**src/rtl/multiplication_mod_if.sv**
```systemverilog
// Operand/result/Stall bundle shared with the divider so the ALU stage can
// steer either arithmetic unit through the same port group.
interface multiplication_mod_if #(
   parameter int WIDTH = 8
);
   logic [WIDTH-1:0] A1;
   logic [WIDTH-1:0] A2;
   logic [WIDTH-1:0] B1;
   logic [WIDTH-1:0] B2;
   logic [3:0]       Op;
   logic [WIDTH-1:0] Out1;
   logic [WIDTH-1:0] Out2;
   logic             Stall;

   modport master (
      output A1, A2, B1, B2, Op,
      input  Out1, Out2, Stall
   );

   modport slave (
      input  A1, A2, B1, B2, Op,
      output Out1, Out2, Stall
   );
endinterface

```
**src/rtl/multiplication_mod.sv**
```systemverilog
// Multicycle unsigned shift-add multiplier / multiply-add (IDLE->BUSY->DONE).
// Optional MULTIPLICATION_MOD_EARLY_EXIT_EN leaves BUSY once the multiplier runs out of ones.
module multiplication_mod #(
   parameter int         WIDTH     = 8,
   parameter logic [3:0] OP_MUL    = 4'b0010,
   parameter logic [3:0] OP_MULADD = 4'b0101
) (
   input  logic                clk,
   input  logic                rst,
   multiplication_mod_if.slave bus
);
   localparam int PW = 2 * WIDTH;
   localparam int CW = (WIDTH > 1) ? $clog2(WIDTH) : 1;

   localparam logic [1:0] S_IDLE = 2'd0;
   localparam logic [1:0] S_BUSY = 2'd1;
   localparam logic [1:0] S_DONE = 2'd2;

   logic [1:0]       r_state;
   logic [PW-1:0]    r_mcand;
   logic [WIDTH-1:0] r_mplier;
   logic [PW-1:0]    r_acc;
   logic [PW-1:0]    r_addend;
   logic [CW-1:0]    r_cnt;
   logic [PW-1:0]    r_out;

   logic             w_is_mul;
   logic             w_last;
   logic [PW-1:0]    w_pp;

   assign w_is_mul = (bus.Op == OP_MUL) || (bus.Op == OP_MULADD);
   assign w_pp     = r_mplier[0] ? (r_mcand << r_cnt) : '0;

`ifdef MULTIPLICATION_MOD_EARLY_EXIT_EN
   // No ones left above the current bit: remaining iterations would add nothing.
   assign w_last = (r_cnt == CW'(WIDTH - 1)) || ((r_mplier >> 1) == '0);
`else
   assign w_last = (r_cnt == CW'(WIDTH - 1));
`endif

   always_ff @(posedge clk) begin
      if (rst) begin
         r_state  <= S_IDLE;
         r_mcand  <= '0;
         r_mplier <= '0;
         r_acc    <= '0;
         r_addend <= '0;
         r_cnt    <= '0;
         r_out    <= '0;
      end else begin
         case (r_state)
            S_IDLE: begin
               if (w_is_mul) begin
                  r_mcand  <= {{WIDTH{1'b0}}, bus.A1};
                  r_mplier <= bus.B1;
                  r_addend <= (bus.Op == OP_MULADD) ? {bus.B2, bus.A2} : '0;
                  r_acc    <= '0;
                  r_cnt    <= '0;
                  r_state  <= S_BUSY;
               end
            end
            S_BUSY: begin
               r_acc    <= r_acc + w_pp;
               r_mplier <= r_mplier >> 1;
               r_cnt    <= r_cnt + 1'b1;
               if (w_last)
                  r_state <= S_DONE;
            end
            S_DONE: begin
               // Carry out of the multiply-add is dropped (mod 2^PW).
               r_out   <= r_acc + r_addend;
               r_state <= S_IDLE;
            end
            default: r_state <= S_IDLE;
         endcase
      end
   end

   assign bus.Stall = ((r_state == S_IDLE) && w_is_mul) || (r_state == S_BUSY);
   assign bus.Out1  = r_out[PW-1:WIDTH];
   assign bus.Out2  = r_out[WIDTH-1:0];

endmodule

```
**src/flat_wrapper.sv**
```systemverilog
// flat-port wrapper written by rule: the top's interface ports become plain ports
module multiplication_mod_flat 
#(
   parameter int         WIDTH     = 8,
   parameter logic [3:0] OP_MUL    = 4'b0010,
   parameter logic [3:0] OP_MULADD = 4'b0101
)
  (clk, rst, bus_A1, bus_A2, bus_B1, bus_B2, bus_Op, bus_Out1, bus_Out2, bus_Stall);
  multiplication_mod_if #(.WIDTH(WIDTH)) bus_i ();
  input  logic clk;
  input  logic rst;
  input wire logic [$bits(bus_i.A1)-1:0] bus_A1;
  input wire logic [$bits(bus_i.A2)-1:0] bus_A2;
  input wire logic [$bits(bus_i.B1)-1:0] bus_B1;
  input wire logic [$bits(bus_i.B2)-1:0] bus_B2;
  input wire logic [$bits(bus_i.Op)-1:0] bus_Op;
  output wire logic [$bits(bus_i.Out1)-1:0] bus_Out1;
  output wire logic [$bits(bus_i.Out2)-1:0] bus_Out2;
  output wire logic [$bits(bus_i.Stall)-1:0] bus_Stall;
  assign bus_i.A1 = bus_A1;
  assign bus_i.A2 = bus_A2;
  assign bus_i.B1 = bus_B1;
  assign bus_i.B2 = bus_B2;
  assign bus_i.Op = bus_Op;
  assign bus_Out1 = bus_i.Out1;
  assign bus_Out2 = bus_i.Out2;
  assign bus_Stall = bus_i.Stall;
  multiplication_mod #(.WIDTH(WIDTH), .OP_MUL(OP_MUL), .OP_MULADD(OP_MULADD)) u_core (.clk(clk), .rst(rst), .bus(bus_i));
endmodule
```
**config.mk**
```make
export PLATFORM = sky130hd
export DESIGN_NAME = multiplication_mod_flat
export DESIGN_NICKNAME = d
export VERILOG_FILES = /design/src/rtl/multiplication_mod_if.sv /design/src/rtl/multiplication_mod.sv /design/src/flat_wrapper.sv
export SDC_FILE = /design/constraint.sdc
export NUM_CORES = 1
export LEC_CHECK = 0
export CAP_MARGIN = 20
export CORE_AREA = 5 5 111 82
export CTS_CLUSTER_DIAMETER = 60
export DETAILED_ROUTE_END_ITERATION = 12
export DIE_AREA = 0 0 116 87
export HOLD_SLACK_MARGIN = 0.02
export PLACE_DENSITY = 0.87
export SLEW_MARGIN = 20
export SYNTH_ARGS = -nofsm -noshare
export SYNTH_HDL_FRONTEND = slang
export SYNTH_SLANG_ARGS = --single-unit
```
**constraint.sdc**
```tcl
create_clock -name clk -period 4.1 [get_ports clk]
set_clock_uncertainty 0.05 [all_clocks]
set_input_delay 0.82 -clock clk [delete_from_list [all_inputs] [get_ports clk]]
set_output_delay 0.82 -clock clk [all_outputs]
set_load 0.1 [all_outputs]
```
==> metrics.yaml, run 1 <==
global_routing:
  grt_pass1_wl_mm: 19.1
  gr-usage-all-layers: 0.238
  grt.met1_usage: 0.316
  first_global_vias: 3965
  use_met3: 0.0486
  overflow: 0
  antenna_found_initial: 0
  grt_max_degree: 39
  gr-usage-met2: 0.378
  grt.busiest_layer: "met2"
pwr:
  power_frac_seq: 0.445
  p_total_mw: 1.56
  clockPowerShare: 0.472
  p_sw_mw: 0.378
  combPwrFrac: 0.083
  vdd_drop_max_uv: 250
  swShare: 0.242
  p_leak_nw: 2.06
  power.density_nw_per_um2: 303
  p_int_mw: 1.18
drt:
  wl_mm: 11.4
  vias_per_cell: 6.02
  ant_nets: 0
  drc: 0
  drt_pre_antenna_iters: 5
  vias: 4166
  wire_per_inst_um: 16.5
  dr.first_iter.drc_count: 363
yosys:
  synth_top_area_frac: 0.323
  synth_warnings: 0
  synthesis.instances: 542
  synthFlopType: "dfxtp_1"
  muxShareOfSynthArea: 0.0295
  synth_fa_ha_area_frac: 0.103
  syn_nets: 614
  synth_top_family_by_area: "compound AO/OA/AOI/OAI gates"
  yosys_register_bits: 69
  synthSimpleGateAreaFrac: 0.222
  synth_edf_count: 0
  yosys-top-cells-area: "dfxtp_1, ha_1, a21oi_1, nand2_1, nor2_1"
  ys_types: 58
  async_reset_ff_frac: 0
  synth-xor-area-share: 0.0368
  avgSynthCellArea_um2: 7.90
  synth_area_um2: 4280
  synth-compound-area-share: 0.243
  yosysSeqAreaShare: 0.323
  yosysTopAreaCell: "dfxtp_1"
timing:
  slew_violations: 0
  rsz0062_at_grt: "false"
  period_minus_slack_ns: 3.42
  hold_viol: 0
  relSlewSlack: 0.342
  setup_violations: 0
  setup_tns_ns: 0
  max_freq_mhz: 292
  tightest_slew_ns: 0.984
  fin_crit_sh: 0.835
clock_tree:
  cts-resized-gates: 0
  clk_latency_ns: 0.34
  cts.sink_count: 69
  clkTransAtPathRegs_ns: 0.06
  h-tree-depth: 3
  ctsLongestPathBuffers: 2
  cts_tree: "built"
  postCtsSetupRepairBufs: 0
  root_buffer: "clkbuf_16"
  numCtsBuffers: 9
  postCtsHoldBufs: 0
run_status:
  outcome: "complete, no violations"
placement:
  hpwl_mm: 8.46
  portBuffers: 54
  gp_congestion: 0.912
worst_setup_path:
  critPathLaunchType: "register"
  worstPathArrival_ns: 3.60
  crit_path_end_kind: "register"
  crit_path_cell_trace: "mux2i_1 -> nor2_1 -> a31oi_1 -> nand2_1 -> o211a_1 -> ha_1 -> and2_1 -> nand3_1 -> a21oi_1 -> o21bai_1 -> o22ai_1 -> mux2_2"
  slowest_delay_ns: 0.68
  cp_max_fo: 15
  cp.required_ns: 4.28
  timing_worst_setup_path_type: "register to register"
  cp_slowest_cell: "dfxtp_1"
layout:
  drive_above_1_share: 0.0664
  area_delta_synth_final_pct: 20.4
  antenna_cells: 0
  nets: 654
hold_path:
  hp-class: "register to register"
die:
  die_x_um: 116
  rows: 28
  core-area_um2: 8060
  die-area_um2: 10100
  start_util: 0.531
  fp.dieH_um: 87
  boundaryPins: 55
run:
  drv_cap: 0
[cell families after synthesis]
logic type,Yosys count
adders and majority gates,34
xor gates and xnor gates,18
DFF,69
and+or+nand+nor,207
AOI/OAI and AO/OA,158
buffers and inverters,44
muxes,12
[synth_stat cells (2+ instances only)]
| master | number |
|---|---|
| o21a_1 | 2 |
| nor2b_1 | 5 |
| clkbuf_1 | 21 |
| a21o_1 | 8 |
| nor2_1 | 51 |
| a211oi_1 | 3 |
| and2b_1 | 2 |
| a211o_1 | 2 |
| mux2_2 | 5 |
| a31oi_1 | 8 |
| a21oi_1 | 60 |
| or4_1 | 2 |
| nor4_1 | 2 |
| xor2_1 | 7 |
| dfxtp_1 | 69 |
| o2111ai_1 | 3 |
| o21ai_0 | 16 |
| a22oi_1 | 25 |
| nand2_1 | 77 |
| buf_2 | 7 |
| nor3_1 | 10 |
| a21oi_2 | 2 |
| nand4_1 | 8 |
| o21ai_1 | 7 |
| ha_1 | 32 |
| nand3b_1 | 2 |
| nand2b_1 | 4 |
| xnor2_1 | 11 |
| o21bai_1 | 4 |
| o211ai_1 | 2 |
| fa_1 | 2 |
| and3_1 | 8 |
| and2_1 | 6 |
| nand3_1 | 26 |
| inv_1 | 13 |
| a221o_1 | 2 |
| mux2i_1 | 7 |
[flip-flops by register name, indices dropped and copies added, names as in the netlist]
signal,flops
u_core.r_state,2
u_core.r_cnt,3
u_core.r_mcand,8
u_core.r_out,16
u_core.r_acc,16
u_core.r_mplier,8
u_core.r_addend,16
[through the flow]
stage / util / cell area [um2] / hold slack, ns / worst slack [ns] / instances
2_1_floorplan: - / 4280 / 0.387 / 0.825 / 542
3_3_place_gp: 0.604 / 4860 / 0.387 / 0.857 / 676
3_5_place_dp: 0.604 / 4860 / 0.393 / 0.765 / 676
4_1_cts: 0.639 / 5150 / 0.401 / 0.738 / 692
5_1_grt: 0.639 / 5150 / 0.431 / 0.376 / 692
6_report: 0.639 / 5150 / 0.396 / 0.675 / 692
[area by class of cell]
class,count,area (um2)
Tap cell,105,131
Fill cell,714,2910
Timing Repair Buffer,60,591
Clock inverter,5,35.0
Clock buffer,11,253
Multi-Input combinational cell,429,2710
Inverter,13,48.8
Sequential cell,69,1380
[worst paths after layout]
kind / end / cells past startpoint / from / slack [ns]
worst min register to register: u_core.r_out[15]$_SDFFE_PP0N_ / 2 / u_core.r_out[15]$_SDFFE_PP0N_ / 0.40
worst max register to register: u_core.r_acc[15]$_SDFFE_PP0P_ / 12 / u_core.r_cnt[1]$_SDFFE_PP0P_ / 0.68
worst max-delay path: u_core.r_acc[15]$_SDFFE_PP0P_ / 12 / u_core.r_cnt[1]$_SDFFE_PP0P_ / 0.68
worst min-delay path: u_core.r_out[15]$_SDFFE_PP0N_ / 2 / u_core.r_out[15]$_SDFFE_PP0N_ / 0.40
[worst max-delay path, delay by kind of cell (launching register included)]
family,cells,cell delay (ns)
adders and majority gates,1,0.34
AOI/OAI and AO/OA,5,1.16
and+or+nand+nor,4,0.44
DFF,1,0.68
muxes,2,0.65
[power groups by stage]
stage / Combinational (mW) / Sequential, mW / Clock (mW)
after floorplan: 0.0749 / 0.701 / 0
after global placement: 0.125 / 0.707 / 0
after detailed placement: 0.129 / 0.708 / 0
after CTS: 0.130 / 0.693 / 0.745
after global routing: 0.141 / 0.695 / 0.778
final: 0.130 / 0.694 / 0.736
[placed cells by master, fill, tap and decap left out, types with 7 or more instances in the layout]
cell             instances
nand2_1                 77
dfxtp_1                 69
a21oi_1                 60
clkdlybuf4s50_1         52
nor2_1                  51
ha_1                    32
nand3_1                 26
a22oi_1                 25
o21ai_0                 16
inv_1                   13
xnor2_1                 11
nor3_1                  10
clkbuf_16                9
and3_1                   8
a31oi_1                  8
nand4_1                  8
a21o_1                   8
mux2i_1                  7
o21ai_1                  7
xor2_1                   7
[layer usage]
layer / wire [um] / vias up
met5: 0 / -
met3: 505 / 26
met1: 5350 / 1991
met4: 274 / 0
li1: - / 2038
met2: 5270 / 111
(Power assumes the default switching activity.)
==> inputs of run 2 (changes only) <==
Clock period 4.1 ns to 3.3 ns, I/O delays scaled along.
==> run 2 against run 1 <==
Compared with the run above:
- core utilization grew 0.11 points
- sequential share of layout area is essentially flat
- register-to-register slack lost 0.39 ns
- sequential cell count is the same
- critical endpoint is now u_core.r_acc[8]$_SDFFE_PP0P_
- routed wire length shrank 2.0%
- power grew 29%
- combinational power grew 26%
- critical path type unchanged
- sequential power grew 24%
- count of clock-buffer cells in the layout grew 1
- via count shrank 0.26%
- worst setup slack lost 0.39 ns
==> metrics.yaml, run 2 (same netlist as run 1, synthesis figures left out) <==
run_status:
  outcome: "complete, no violations"
timing:
  hold_ws_ns: 0.398
  period_minus_slack_ns: 3.01
  tightest_slew_ns: 0.661
  setup_tns_ns: 0
  max_freq_mhz: 332
  slew_violations: 0
  setup_violations: 0
  relSlewSlack: 0.556
  fin_crit_sh: 0.913
  hold_viol: 0
  rsz0062_at_grt: "false"
layout:
  final_common_cell: "nand2_1"
  antenna_cells: 0
  drive_above_1_share: 0.100
  nets: 658
  mostFrequentLayoutCells: "nand2_1, dfxtp_1, a21oi_1"
  top_regs: "u_core.r_acc x16, u_core.r_addend x16, u_core.r_out x16"
  area_delta_synth_final_pct: 20.6
drt:
  drc: 0
  ant_nets: 0
  vias: 4155
  vias_per_cell: 5.98
  drt_pre_antenna_iters: 6
  dr.first_iter.drc_count: 366
  wl_mm: 11.2
  wire_per_inst_um: 16.1
die:
  fp.dieH_um: 87
  core-area_um2: 8060
  boundaryPins: 55
  die-area_um2: 10100
  die_x_um: 116
  start_util: 0.531
  rows: 28
placement:
  hpwl_mm: 8.40
  portBuffers: 54
  gp_congestion: 0.928
global_routing:
  gr-usage-all-layers: 0.228
  antenna_found_initial: 0
  grt_max_degree: 36
  first_global_vias: 3798
  grt_pass1_wl_mm: 18.4
  overflow: 0
clock_tree:
  cts_tree: "built"
  clkTransAtPathRegs_ns: 0.06
  root_buffer: "clkbuf_16"
  h-tree-depth: 3
  numCtsBuffers: 9
  clk_latency_ns: 0.33
  postCtsHoldBufs: 0
  ctsLongestPathBuffers: 2
  cts.sink_count: 69
pwr:
  combPwrFrac: 0.082
  p_sw_mw: 0.461
  p_leak_nw: 2.11
  clockPowerShare: 0.488
  p_int_mw: 1.54
  vdd_drop_max_uv: 327
  power.density_nw_per_um2: 389
  swShare: 0.230
  power_frac_seq: 0.430
worst_setup_path:
  critPathLaunchType: "register"
  crit_path_end_kind: "register"
  timing_worst_setup_path_type: "register to register"
  cp.required_ns: 3.46
  cp_max_fo: 17
  worstPathArrival_ns: 3.17
run:
  drv_cap: 0
hold_path:
  hp-class: "register to register"
==> run 2: cell count changes in the layout (fill, tap and decap cells not counted), sizes merged <==
cell / before / now
buf: 8 / 28
clkinv: 4 / 0
clkbuf: 11 / 12
bufinv: 0 / 1
clkdlybuf4s50: 52 / 36
clkinvlp: 1 / 2
==> run 2: power by group through the flow <==
stage	clock network [mW]	logic (mW)	registers, mW
after floorplan	0	0.0930	0.871
after global placement	0	0.159	0.878
after detailed placement	0	0.163	0.879
after CTS	1.00	0.164	0.861
after global routing	1.03	0.179	0.863
final	0.979	0.164	0.861
==> run 2: stage by stage <==
step | cells | utilization | setup slack (ns) | area, um2 | total power, mW
finish | 695 | 0.641 | 0.288 | 5160 | 2.01
global placement | 680 | 0.602 | 0.299 | 4850 | 1.04
floorplan | 542 | - | 0.335 | 4280 | 0.964
CTS | 695 | 0.640 | 0.166 | 5160 | 2.02
global route | 695 | 0.641 | 0.0344 | 5160 | 2.07
detailed placement | 680 | 0.602 | 0.189 | 4850 | 1.04
==> run 2: final timing paths <==
check | from | to | slack (ns) | depth (start not counted)
setup reg to reg | u_core.r_cnt[0]$_SDFFE_PP0P_ | u_core.r_acc[8]$_SDFFE_PP0P_ | 0.29 | 11
hold / removal | u_core.r_out[13]$_SDFFE_PP0N_ | u_core.r_out[13]$_SDFFE_PP0N_ | 0.40 | 2
hold reg to reg | u_core.r_out[13]$_SDFFE_PP0N_ | u_core.r_out[13]$_SDFFE_PP0N_ | 0.40 | 2
setup / recovery | u_core.r_cnt[0]$_SDFFE_PP0P_ | u_core.r_acc[8]$_SDFFE_PP0P_ | 0.29 | 11
==> run 2: routing by layer <==
layer  up-vias  track usage  routed length, um  share of wire
met5         -            0                  0              0
li1       2054            -                  -              -
met2       140        0.358               4990           0.45
met3        16       0.0431                768          0.069
met1      1945        0.317               5250           0.47
met4         0       0.0695                163          0.015
==> run 2: final cells by class <==
type | count | area, um2
well taps | 105 | 131
inverters | 13 | 48.8
clock inverters | 3 | 45.0
flip-flops and latches | 69 | 1380
repair buffers | 64 | 581
fillers | 720 | 2900
multi-input cells | 429 | 2720
clock buffers | 12 | 256
==> run 2: critical path, cell delays in order (launching register included) <==
cell and delay [ns]:
dfxtp_1 0.67, nor2_1 0.13, nand2_1 0.09, nor2_1 0.05
ha_1 0.21, fa_1 0.43, a211oi_1 0.41, o21ai_1 0.14
o2111ai_1 0.19, and2_1 0.26, xor2_1 0.16, o21ai_0 0.09
==> run 2: timing repair <==
item / CTS / global route
gates resized for setup: 0 / 2
buffers inserted: 0 / 0
hold endpoints to repair: 0 / 0
endpoints found under the setup margin: 0 / 3
==> inputs of run 3 (changes only) <==
Settings changed: HOLD_SLACK_MARGIN 0.02 to 0.05.
==> results of run 3 <==
The final DEF is identical to that of run 2; final timing and power are the same.
